<file path="src/rtl/config_chain_loader.sv">
// Configuration chain loader: serialises bitstream words LSB-first onto a
// tile shift chain and strobes the chain's set line after CHAIN_LEN bits.
module config_chain_loader #(
    parameter int WORD_W = 32,
    parameter int CHAIN_LEN = 72,
    localparam int CNT_W = $clog2(CHAIN_LEN + 1)
) (
    input  logic              clk,
    input  logic              rst,
    input  logic              start,
    input  logic              abort,
    input  logic [WORD_W-1:0] word_data,
    input  logic              word_valid,
    output logic              word_ready,
    output logic              shift_out,
    output logic              cen,
    output logic              set_out,
    output logic              busy,
    output logic              done,
    output logic [CNT_W-1:0]  bits_loaded
);

    localparam int WL_W = $clog2(WORD_W + 1);

    typedef enum logic [2:0] {
        S_IDLE,
        S_LOAD,
        S_SHIFT,
        S_SET,
        S_DONE
    } state_t;

    state_t            state_q;
    logic [WORD_W-1:0] shreg_q;
    logic [WL_W-1:0]   left_q;
    logic [CNT_W-1:0]  bits_q;

    logic [31:0]     rem_d;
    logic [WL_W-1:0] take_d;
    logic            last_d;
    logic            full_d;

    // Bits to take from the next word: a full word, or whatever the chain still needs.
    always_comb begin
        rem_d  = 32'(CHAIN_LEN) - 32'(bits_q);
        take_d = (rem_d > 32'(WORD_W)) ? WL_W'(WORD_W) : WL_W'(rem_d);
        last_d = (left_q == WL_W'(1));
        full_d = (bits_q == CNT_W'(CHAIN_LEN - 1));
    end

    always_ff @(posedge clk or negedge rst) begin
        if (!rst) begin
            state_q <= S_IDLE;
            shreg_q <= '0;
            left_q  <= '0;
            bits_q  <= '0;
        end else if (abort && state_q != S_IDLE) begin
            state_q <= S_IDLE;
        end else begin
            unique case (state_q)
                S_IDLE: begin
                    if (start && !abort) begin
                        state_q <= S_LOAD;
                        bits_q  <= '0;
                    end
                end
                S_LOAD: begin
                    if (word_valid) begin
                        shreg_q <= word_data;
                        left_q  <= take_d;
                        state_q <= S_SHIFT;
                    end
                end
                S_SHIFT: begin
                    shreg_q <= shreg_q >> 1;
                    left_q  <= left_q - WL_W'(1);
                    bits_q  <= bits_q + CNT_W'(1);
                    if (last_d) begin
                        state_q <= full_d ? S_SET : S_LOAD;
                    end
                end
                S_SET: begin
                    state_q <= S_DONE;
                end
                S_DONE: begin
                    state_q <= S_IDLE;
                end
                default: begin
                    state_q <= S_IDLE;
                end
            endcase
        end
    end

    // All outputs decode registered state only.
    assign word_ready  = (state_q == S_LOAD);
    assign cen         = (state_q == S_SHIFT);
    assign shift_out   = cen & shreg_q[0];
    assign set_out     = (state_q == S_SET);
    assign done        = (state_q == S_DONE);
    assign busy        = (state_q == S_LOAD) || (state_q == S_SHIFT) ||
                         (state_q == S_SET);
    assign bits_loaded = bits_q;

endmodule

</file>
<file path="config.mk">
export PLATFORM = sky130hd
export DESIGN_NAME = config_chain_loader
export DESIGN_NICKNAME = d
export VERILOG_FILES = /design/src/rtl/config_chain_loader.sv
export SDC_FILE = /design/constraint.sdc
export NUM_CORES = 1
export LEC_CHECK = 0
export BUFFER_PORTS_ARGS = -buffer_cell sky130_fd_sc_hd__buf_4
export CAP_MARGIN = 20
export CORE_MARGIN = 2
export CORE_UTILIZATION = 35
export DETAILED_ROUTE_END_ITERATION = 16
export SETUP_SLACK_MARGIN = 0.02
export SYNTH_ARGS = -nofsm -noshare
export SYNTH_HDL_FRONTEND = slang
export SYNTH_SLANG_ARGS = --single-unit
</file>
<file path="constraint.sdc">
create_clock -name clk -period 1.7 [get_ports clk]
set_input_delay 0 -clock clk [delete_from_list [all_inputs] [get_ports clk]]
set_output_delay 0 -clock clk [all_outputs]
set_load 0.05 [all_outputs]
</file>
* Word level (Yosys, flattened, before mapping)
Index checks and enable logic that the tools add are counted.
** Storage, ports and cells
- Register bits :: 48
- Bits of input ports :: 37
- Output and inout port bits :: 13
- Word-level logic and storage cells :: 46
** Cells by class
- Add/subtract/negate cells :: 3
- Magnitude comparators :: 1
- Equality and inequality tests :: 11
- Muxes and demuxes :: 13
- Bitwise operators :: 2
- Reduce and logical (&&, ||, !) cells :: 12
** Operators by type and width (number)
- $pmux 32 s2 :: 1
- $gt 32x6->1 const B :: 1
- $mux 32 :: 1
- $pmux 7 s2 :: 1
- $mux 3 :: 4
- $mux 6 :: 2
- $pmux 3 s4 :: 1
- $pmux 6 s2 :: 1
- $reduce_and 3->1 :: 3
- $sub 7x7->8 const A :: 1
- $add 7x1->7 const B :: 1
- $eq 7x7->1 const B :: 1
- $mux 7 :: 1
- $eq 3x2->1 const B :: 2
- $eq 6x1->1 const B :: 1
- $sub 6x1->6 const B :: 1
- $ne 2x2->1 const B :: 2
- $reduce_bool 2->1 :: 2
- $eq 3x1->1 const B :: 1
- $eq 3x3->1 const B :: 1
- $logic_not 3->1 :: 1
- $ne 3x1->1 const B :: 1
- $ne 3x2->1 const B :: 1
- $ne 3x3->1 const B :: 1
- 7 further kinds :: 9

* Longest topological paths before layout
Gate-level depths: netlist of run 1.
- Depth in word-level cells :: 5
- Mapped depth :: 8

* Least setup slack after synthesis of run 1
OpenSTA, ideal clock, no wires.
- Path type :: reg2reg
- From :: reg bits_q[0], in the netlist bits_loaded[0]
- To :: reg left_q[4]
- Library setup time :: 0.087 ns
- Arrival time :: 2.169 ns
- Data required time :: 1.613 ns
- Setup slack :: -0.555 ns
- Cell stages (with the launch flop) :: 8
- Buffers on the path :: 0
- Period minus slack after synthesis :: 2.255 ns
- Path through :: dfrtp_1 inv_1 ha_1 or4b_1 o211ai_1 a311o_1 nand3b_1 o211ai_1
** Between the ends
- Longest elaborated chain between the ends :: 5
** RTL lines
- start: declaration :: RTL line 36 : logic [CNT_W-1:0] bits_q;
- start signal: assignment :: RTL line 77 : bits_q <= bits_q + CNT_W'(1);
- $sub 7x7->8 * :: RTL line 45 : rem_d = 32'(CHAIN_LEN) - 32'(bits_q);
- $gt 32x6->1 :: RTL line 46 : take_d = (rem_d > 32'(WORD_W)) ? WL_W'(WORD_W) : WL_W'(rem_d);
- $mux 6 * :: RTL line 46
- $mux 6 * :: RTL line 68 : if (word_valid) begin
- $pmux 6 s2 * :: RTL line 60 : unique case (state_q)
- end signal: assignment :: RTL line 70 : left_q <= take_d;
- end signal: assignment :: RTL line 76 : left_q <= left_q - WL_W'(1);
- end: declaration :: RTL line 35 : logic [WL_W-1:0] left_q;
Mark *: on every way between the ends. The rest lies on a longest branch, timed or not. The select of a mux whose other input is x is not followed.
A chain may end at the register's enable or synchronous reset.

* Worst setup path after layout of run 1
- From :: reg bits_q[1], in the netlist bits_loaded[1]
- To :: reg left_q[0]
** Between the ends
- Longest elaborated chain between the ends :: 5
** RTL lines (RTL line)
- $sub 7x7->8 :: 45
- $gt 32x6->1 :: 46
- $mux 6 :: 46
- $mux 6 :: 68
- $pmux 6 s2 :: 60
No other way between the ends. The select of a mux whose other input is x is not followed.

==> results of run 1 <==
[registers in the layout, indices dropped and copies added, names as in the netlist]
signal	cells
bits_loaded	7
left_q	6
shreg_q	32
state_q	3
[where the power goes]
| part | switching (W) | internal, W | total (W) |
|---|---|---|---|
| Clock | 0.000413 | 0.000482 | 0.000895 |
| Sequential | 0.000296 | 0.00160 | 0.00189 |
| Combinational | 0.00102 | 0.000938 | 0.00196 |
[critical path, delay by kind of cell (launching register included)]
family	cells	cell delay [ns]
AO/OA/AOI/OAI	3	0.51
adder cells (fa/ha/maj)	1	0.16
buffers and inverters	1	0.05
flip-flops	1	0.38
AND/OR/NAND/NOR	2	0.60
[worst paths after layout]
kind / from / to / slack, ns / cells past startpoint
max: bits_loaded[1] / left_q[0] / -0.07 / 7
min: abort / state_q[0] / 0.06 / 4
max reg2reg: bits_loaded[1] / left_q[0] / -0.07 / 7
min reg2reg: shreg_q[31] / shreg_q[31] / 0.49 / 2
max in group asynchronous: rst / bits_loaded[0] / 0.98 / 2
min in group asynchronous: rst / shreg_q[11] / 0.25 / 2
[cells by family after synthesis]
logic type                 count (synthesis)  share of synthesized area
and+or+nand+nor                          156                      0.262
DFF                                       48                      0.463
buffers and inverters                     29                     0.0521
AOI/OAI and AO/OA                         75                      0.188
xor gates and xnor gates                   2                    0.00675
muxes                                      1                    0.00386
adders and majority gates                  5                     0.0241
[what timing repair did]
item / CTS / global route
gates cloned: 0 / 3
endpoints found under the setup margin: 8 / 45
buffers inserted: 1 / 9
hold buffers: 33 / 0
resized for setup: 5 / 20
hold endpoints to repair: 80 / 0
pin swaps: 2 / 3
[cells in the mapped netlist (all sizes together) (3+ instances only)]
cell | number | area [um2]
a21oi | 4 | 20.0
a31oi | 33 | 206
and2 | 3 | 18.8
and3 | 3 | 18.8
buf | 14 | 78.8
clkbuf | 7 | 26.3
dfrtp | 48 | 1200
ha | 5 | 62.6
inv | 7 | 26.3
nand2 | 79 | 297
nand2b | 4 | 25.0
nand3b | 3 | 22.5
nor2 | 46 | 180
nor3 | 6 | 30.0
o21ai | 19 | 95.1
[layer usage]
layer	global-route usage	vias to the layer above	share of wire
met5	0	-	0
met4	0.0615	0	0.021
met3	0.0243	11	0.035
met2	0.263	70	0.48
met1	0.217	1245	0.47
li1	-	1294	-
[cell type report]
| type | instances | area, um2 |
|---|---|---|
| Fill cell | 686 | 3370 |
| Multi-Input combinational cell | 239 | 1310 |
| Sequential cell | 48 | 1210 |
| Timing Repair Buffer | 115 | 1040 |
| Tap cell | 99 | 124 |
| Clock buffer | 6 | 82.6 |
| Clock inverter | 2 | 38.8 |
| Inverter | 8 | 33.8 |
[metrics by stage]
| stage | util | total power [W] | cells | hold slack [ns] | TNS (ns) |
|---|---|---|---|---|---|
| final | 0.533 | 0.00475 | 517 | 0.0618 | -0.187 |
| after global routing | 0.533 | 0.00509 | 517 | 0.103 | -0.842 |
| after CTS | 0.505 | 0.00454 | 505 | 0.0512 | -0.160 |
| after detailed placement | 0.439 | 0.00355 | 463 | 0.0720 | -0.0930 |
| after global placement | 0.439 | 0.00351 | 463 | 0.0661 | -0.0204 |
| after floorplan | - | 0.00302 | 316 | -0.296 | -0.841 |
==> results.ini, run 1 <==
[run_status]
status = finished, violations left
failed_checks = negative setup slack

[place]
hpwl_mm = 4.20
io_buffer_count = 49
placed_area_um2 = 3170
place_worst_setup_slack_ns = -0.0456
gp_congestion = 0.882

[sta]
clock_skew_ns = 0.0109
final-max-slew-violation-count = 0
finalCritPeriodShare = 1.04
timing.fmax_ghz = 0.564
tightest_slew_ns = 0.632
period_needed_ns = 1.77
finalSetupViolCount = 4
relSlewSlack = 0.579
worst_slack_ns = -0.0741
rsz0062_at_grt = true
finalHoldViolCount = 0

[cts]
cts_buffers = 5
clk-insertion-delay-late_ns = 0.31
clk_path_buf_depth = 2
clock-sinks = 48
cts_tree = built
htreeDepth = 2
cts-root-buf = clkbuf_8
cts.clk_slew.worst_paths_ns = 0.10

[global_route]
overflow = 0
antenna_found_initial = 0
grt_pass1_wl_mm = 10.7
track_usage = 0.161
grt_pass1_vias = 2312
grt_max_degree = 49

[synth]
synth_fp_nets = 358
yosysUniqueCellTypes = 46
synth-edff-count = 0
ys_seq_area_frac = 0.463
ys_ff_latch = 48
synthArstFlopShare = 1.00
synth_warnings = 0
synth_area_per_cell_um2 = 8.21
syn-cell-area_um2 = 2590
synth_ff_type = dfrtp_1
synth_cells = 316

[die]
initial_core_util = 0.360
die_area_um2 = 8120
die_y_um = 90.1
chipWidth_um = 90.1
core_um2 = 7210
ioPinCount = 50
rows = 31

[critical_path]
arrival_ns = 2.00
path_cells = inv_2 > ha_4 > or4b_1 > o211ai_1 > a311o_1 > nand3b_1 > o221ai_2
cp.required_ns = 1.93
cp_max_fo = 4
cp_slowest_cell = or4b_1
start_kind = flip-flop
crit_type = reg2reg
max_stage_delay_ns = 0.46
crit_path_end_kind = flip-flop

[power]
vdd_ir_drop_max_v = 0.000579
leakagePower_nw = 1.70
p_per_area_nw_per_um2 = 1230

[cells_and_area]
mostFrequentLayoutCell = nand2_1
mostFrequentLayoutCells = nand2_1 (78), buf_4 (74), dfrtp_1 (42), nor2_1 (38)
fin_area_um2 = 3840
drive_above_1_share = 0.273
area_growth_pct = 48.2
final_nets = 459
n_antenna_cell = 0

[routing]
vias = 2620
drc = 0
antenna_left = 0
first_pass_iters = 4
drt_iter0_markers = 202
drt-total-wl_mm = 6.81
post_drt_wl_per_cell_um = 13.2
drt-vias-per-instance = 5.07

[job]
cap_violations = 0

[hold_path]
hp-class = in2reg

No activity file was read; power rests on OpenSTA's default activity.
==> run 2: changes to the inputs <==
Settings changed: CAP_MARGIN 20 to not set, CORE_MARGIN 2 to not set, CTS_CLUSTER_DIAMETER set to 30.
==> run 2 against run 1 <==
The flow still finishes with violations (negative setup slack); cell count unchanged; fmax down 0.27%; critical path depth unchanged; routed wire length up 6.5%; register-to-register slack about the same; clock skew down 0.0053 ns; global-route usage up 0.95 points; die area down 4.4%; count of clock-buffer cells in the layout unchanged; flip-flop and latch count unchanged; sequential power about the same; setup slack worse by 0.0047 ns; largest power group unchanged.
==> results.ini, run 2 (synthesis gave the netlist of run 1 again) <==
[place]
gp_congestion = 0.856
hpwl_mm = 4.33
dpl.cell_count = 466
place_worst_setup_slack_ns = -0.0402
io_buffer_count = 49

[cts]
cts_tree = built
cts_buffers = 5
cts.clk_slew.worst_paths_ns = 0.08
htreeDepth = 2
cts-root-buf = clkbuf_8
clk_path_buf_depth = 2
clock-sinks = 48
clk-insertion-delay-late_ns = 0.30

[sta]
rsz0062_at_grt = true
clock_skew_ns = 0.00555
finalCritPeriodShare = 1.05
final-max-slew-violation-count = 0
tightest_slew_ns = 0.618
finalHoldViolCount = 0
timing.hold.ws_ns = 0.0839
timing.fmax_ghz = 0.562
period_needed_ns = 1.78
finalSetupViolCount = 5
worst_slack_ns = -0.0788
setup-tns-final_ns = -0.207
relSlewSlack = 0.588

[critical_path]
arrival_ns = 1.99
start_kind = flip-flop
cp.required_ns = 1.92
crit_type = reg2reg
cp_max_fo = 4
crit_path_end_kind = flip-flop

[die]
die_area_um2 = 7760
core_um2 = 7210
die_y_um = 88.1
chipWidth_um = 88.1
ioPinCount = 50
initial_core_util = 0.360
rows = 31

[cells_and_area]
n_antenna_cell = 0
mostFrequentLayoutCells = nand2_1 (79), buf_4 (71), nor2_1 (44), dfrtp_1 (42), dlygate4sd3_1 (33)
largest_register_ffs = 32
final_nets = 459
mostFrequentLayoutCell = nand2_1
area_growth_pct = 50.7
fin_util = 0.542
fin_cells = 517
largest-register = shreg_q
drive_above_1_share = 0.268
num-fill-cells = 678

[power]
net-switching-power_w = 0.00180
power.internal_w = 0.00303
seq_power_share = 0.391
leakagePower_nw = 1.71
vdd_ir_drop_max_v = 0.000543
p_per_area_nw_per_um2 = 1240
switching_share = 0.373
power_frac_clock = 0.170
comb_power_share = 0.440

[job]
cap_violations = 0

[routing]
first_pass_iters = 4
antenna_left = 0
drc = 0
drt-total-wl_mm = 7.26
vias = 2634
drt_iter0_markers = 204
post_drt_wl_per_cell_um = 14.0
drt-vias-per-instance = 5.09

[run_status]
status = finished, violations left
failed_checks = negative setup slack

[hold_path]
hp-class = in2reg

[global_route]
overflow = 0
antenna_found_initial = 0
grt_max_degree = 49
track_usage = 0.171
grt_pass1_vias = 2309
grt_pass1_wl_mm = 10.4

## run 2: metal layers
layer  part of all wire  vias to the layer above  wire, um  GRT usage
met1               0.46                     1263      3360      0.230
met5                  0                        -         0          0
li1                   -                     1299         -          -
met4              0.014                        0       105     0.0572
met2               0.49                       63      3520      0.277
met3              0.036                        9       263     0.0320
## run 2: timing repair
item	4_1_cts	5_1_grt
cloned	0	6
setup buffers	1	3
endpoints found under the hold margin	80	0
setup endpoints to repair	19	34
pin swaps	3	1
hold buffers	33	0
resized for setup	1	20
## run 2: final cells by class
type | instances | area (um2) | area share
Multi-Input combinational cell | 239 | 1380 | 0.354
Sequential cell | 48 | 1210 | 0.309
Timing Repair Buffer | 115 | 1050 | 0.270
Tap cell | 99 | 124 | 0.0317
Clock buffer | 6 | 72.6 | 0.0186
Clock inverter | 2 | 35.0 | 0.00897
Inverter | 8 | 30.0 | 0.00768
## run 2: through the flow
stage	cell area, um2	power, W
2_1_floorplan	2610	0.00302
3_3_place_gp	3190	0.00354
3_5_place_dp	3190	0.00359
4_1_cts	3640	0.00449
5_1_grt	3910	0.00517
6_report	3910	0.00483
## run 2: final timing paths
path / start / end / slack (ns) / cells after the start
max: bits_loaded[1] / left_q[0] / -0.08 / 7
min: abort / state_q[0] / 0.08 / 4
max reg2reg: bits_loaded[1] / left_q[0] / -0.08 / 7
min reg2reg: shreg_q[31] / shreg_q[31] / 0.50 / 2
max in group asynchronous: rst / bits_loaded[1] / 1.00 / 2
min in group asynchronous: rst / shreg_q[28] / 0.25 / 2
## run 2: critical path: stages, from the launching register on
cell and delay [ns]:
dfrtp_2 0.37, inv_2 0.05, ha_4 0.16, or4b_1 0.48, o211ai_1 0.10, a311o_1 0.20, nand3b_1 0.14, o221ai_2 0.20
## run 2: power by group through the flow
stage | clock network [W] | logic, W | registers, W
3_3_place_gp | 0 | 0.00166 | 0.00188
5_1_grt | 0.000892 | 0.00234 | 0.00194
4_1_cts | 0.000844 | 0.00177 | 0.00187
6_report | 0.000819 | 0.00212 | 0.00189
2_1_floorplan | 0 | 0.00116 | 0.00186
3_5_place_dp | 0 | 0.00170 | 0.00189
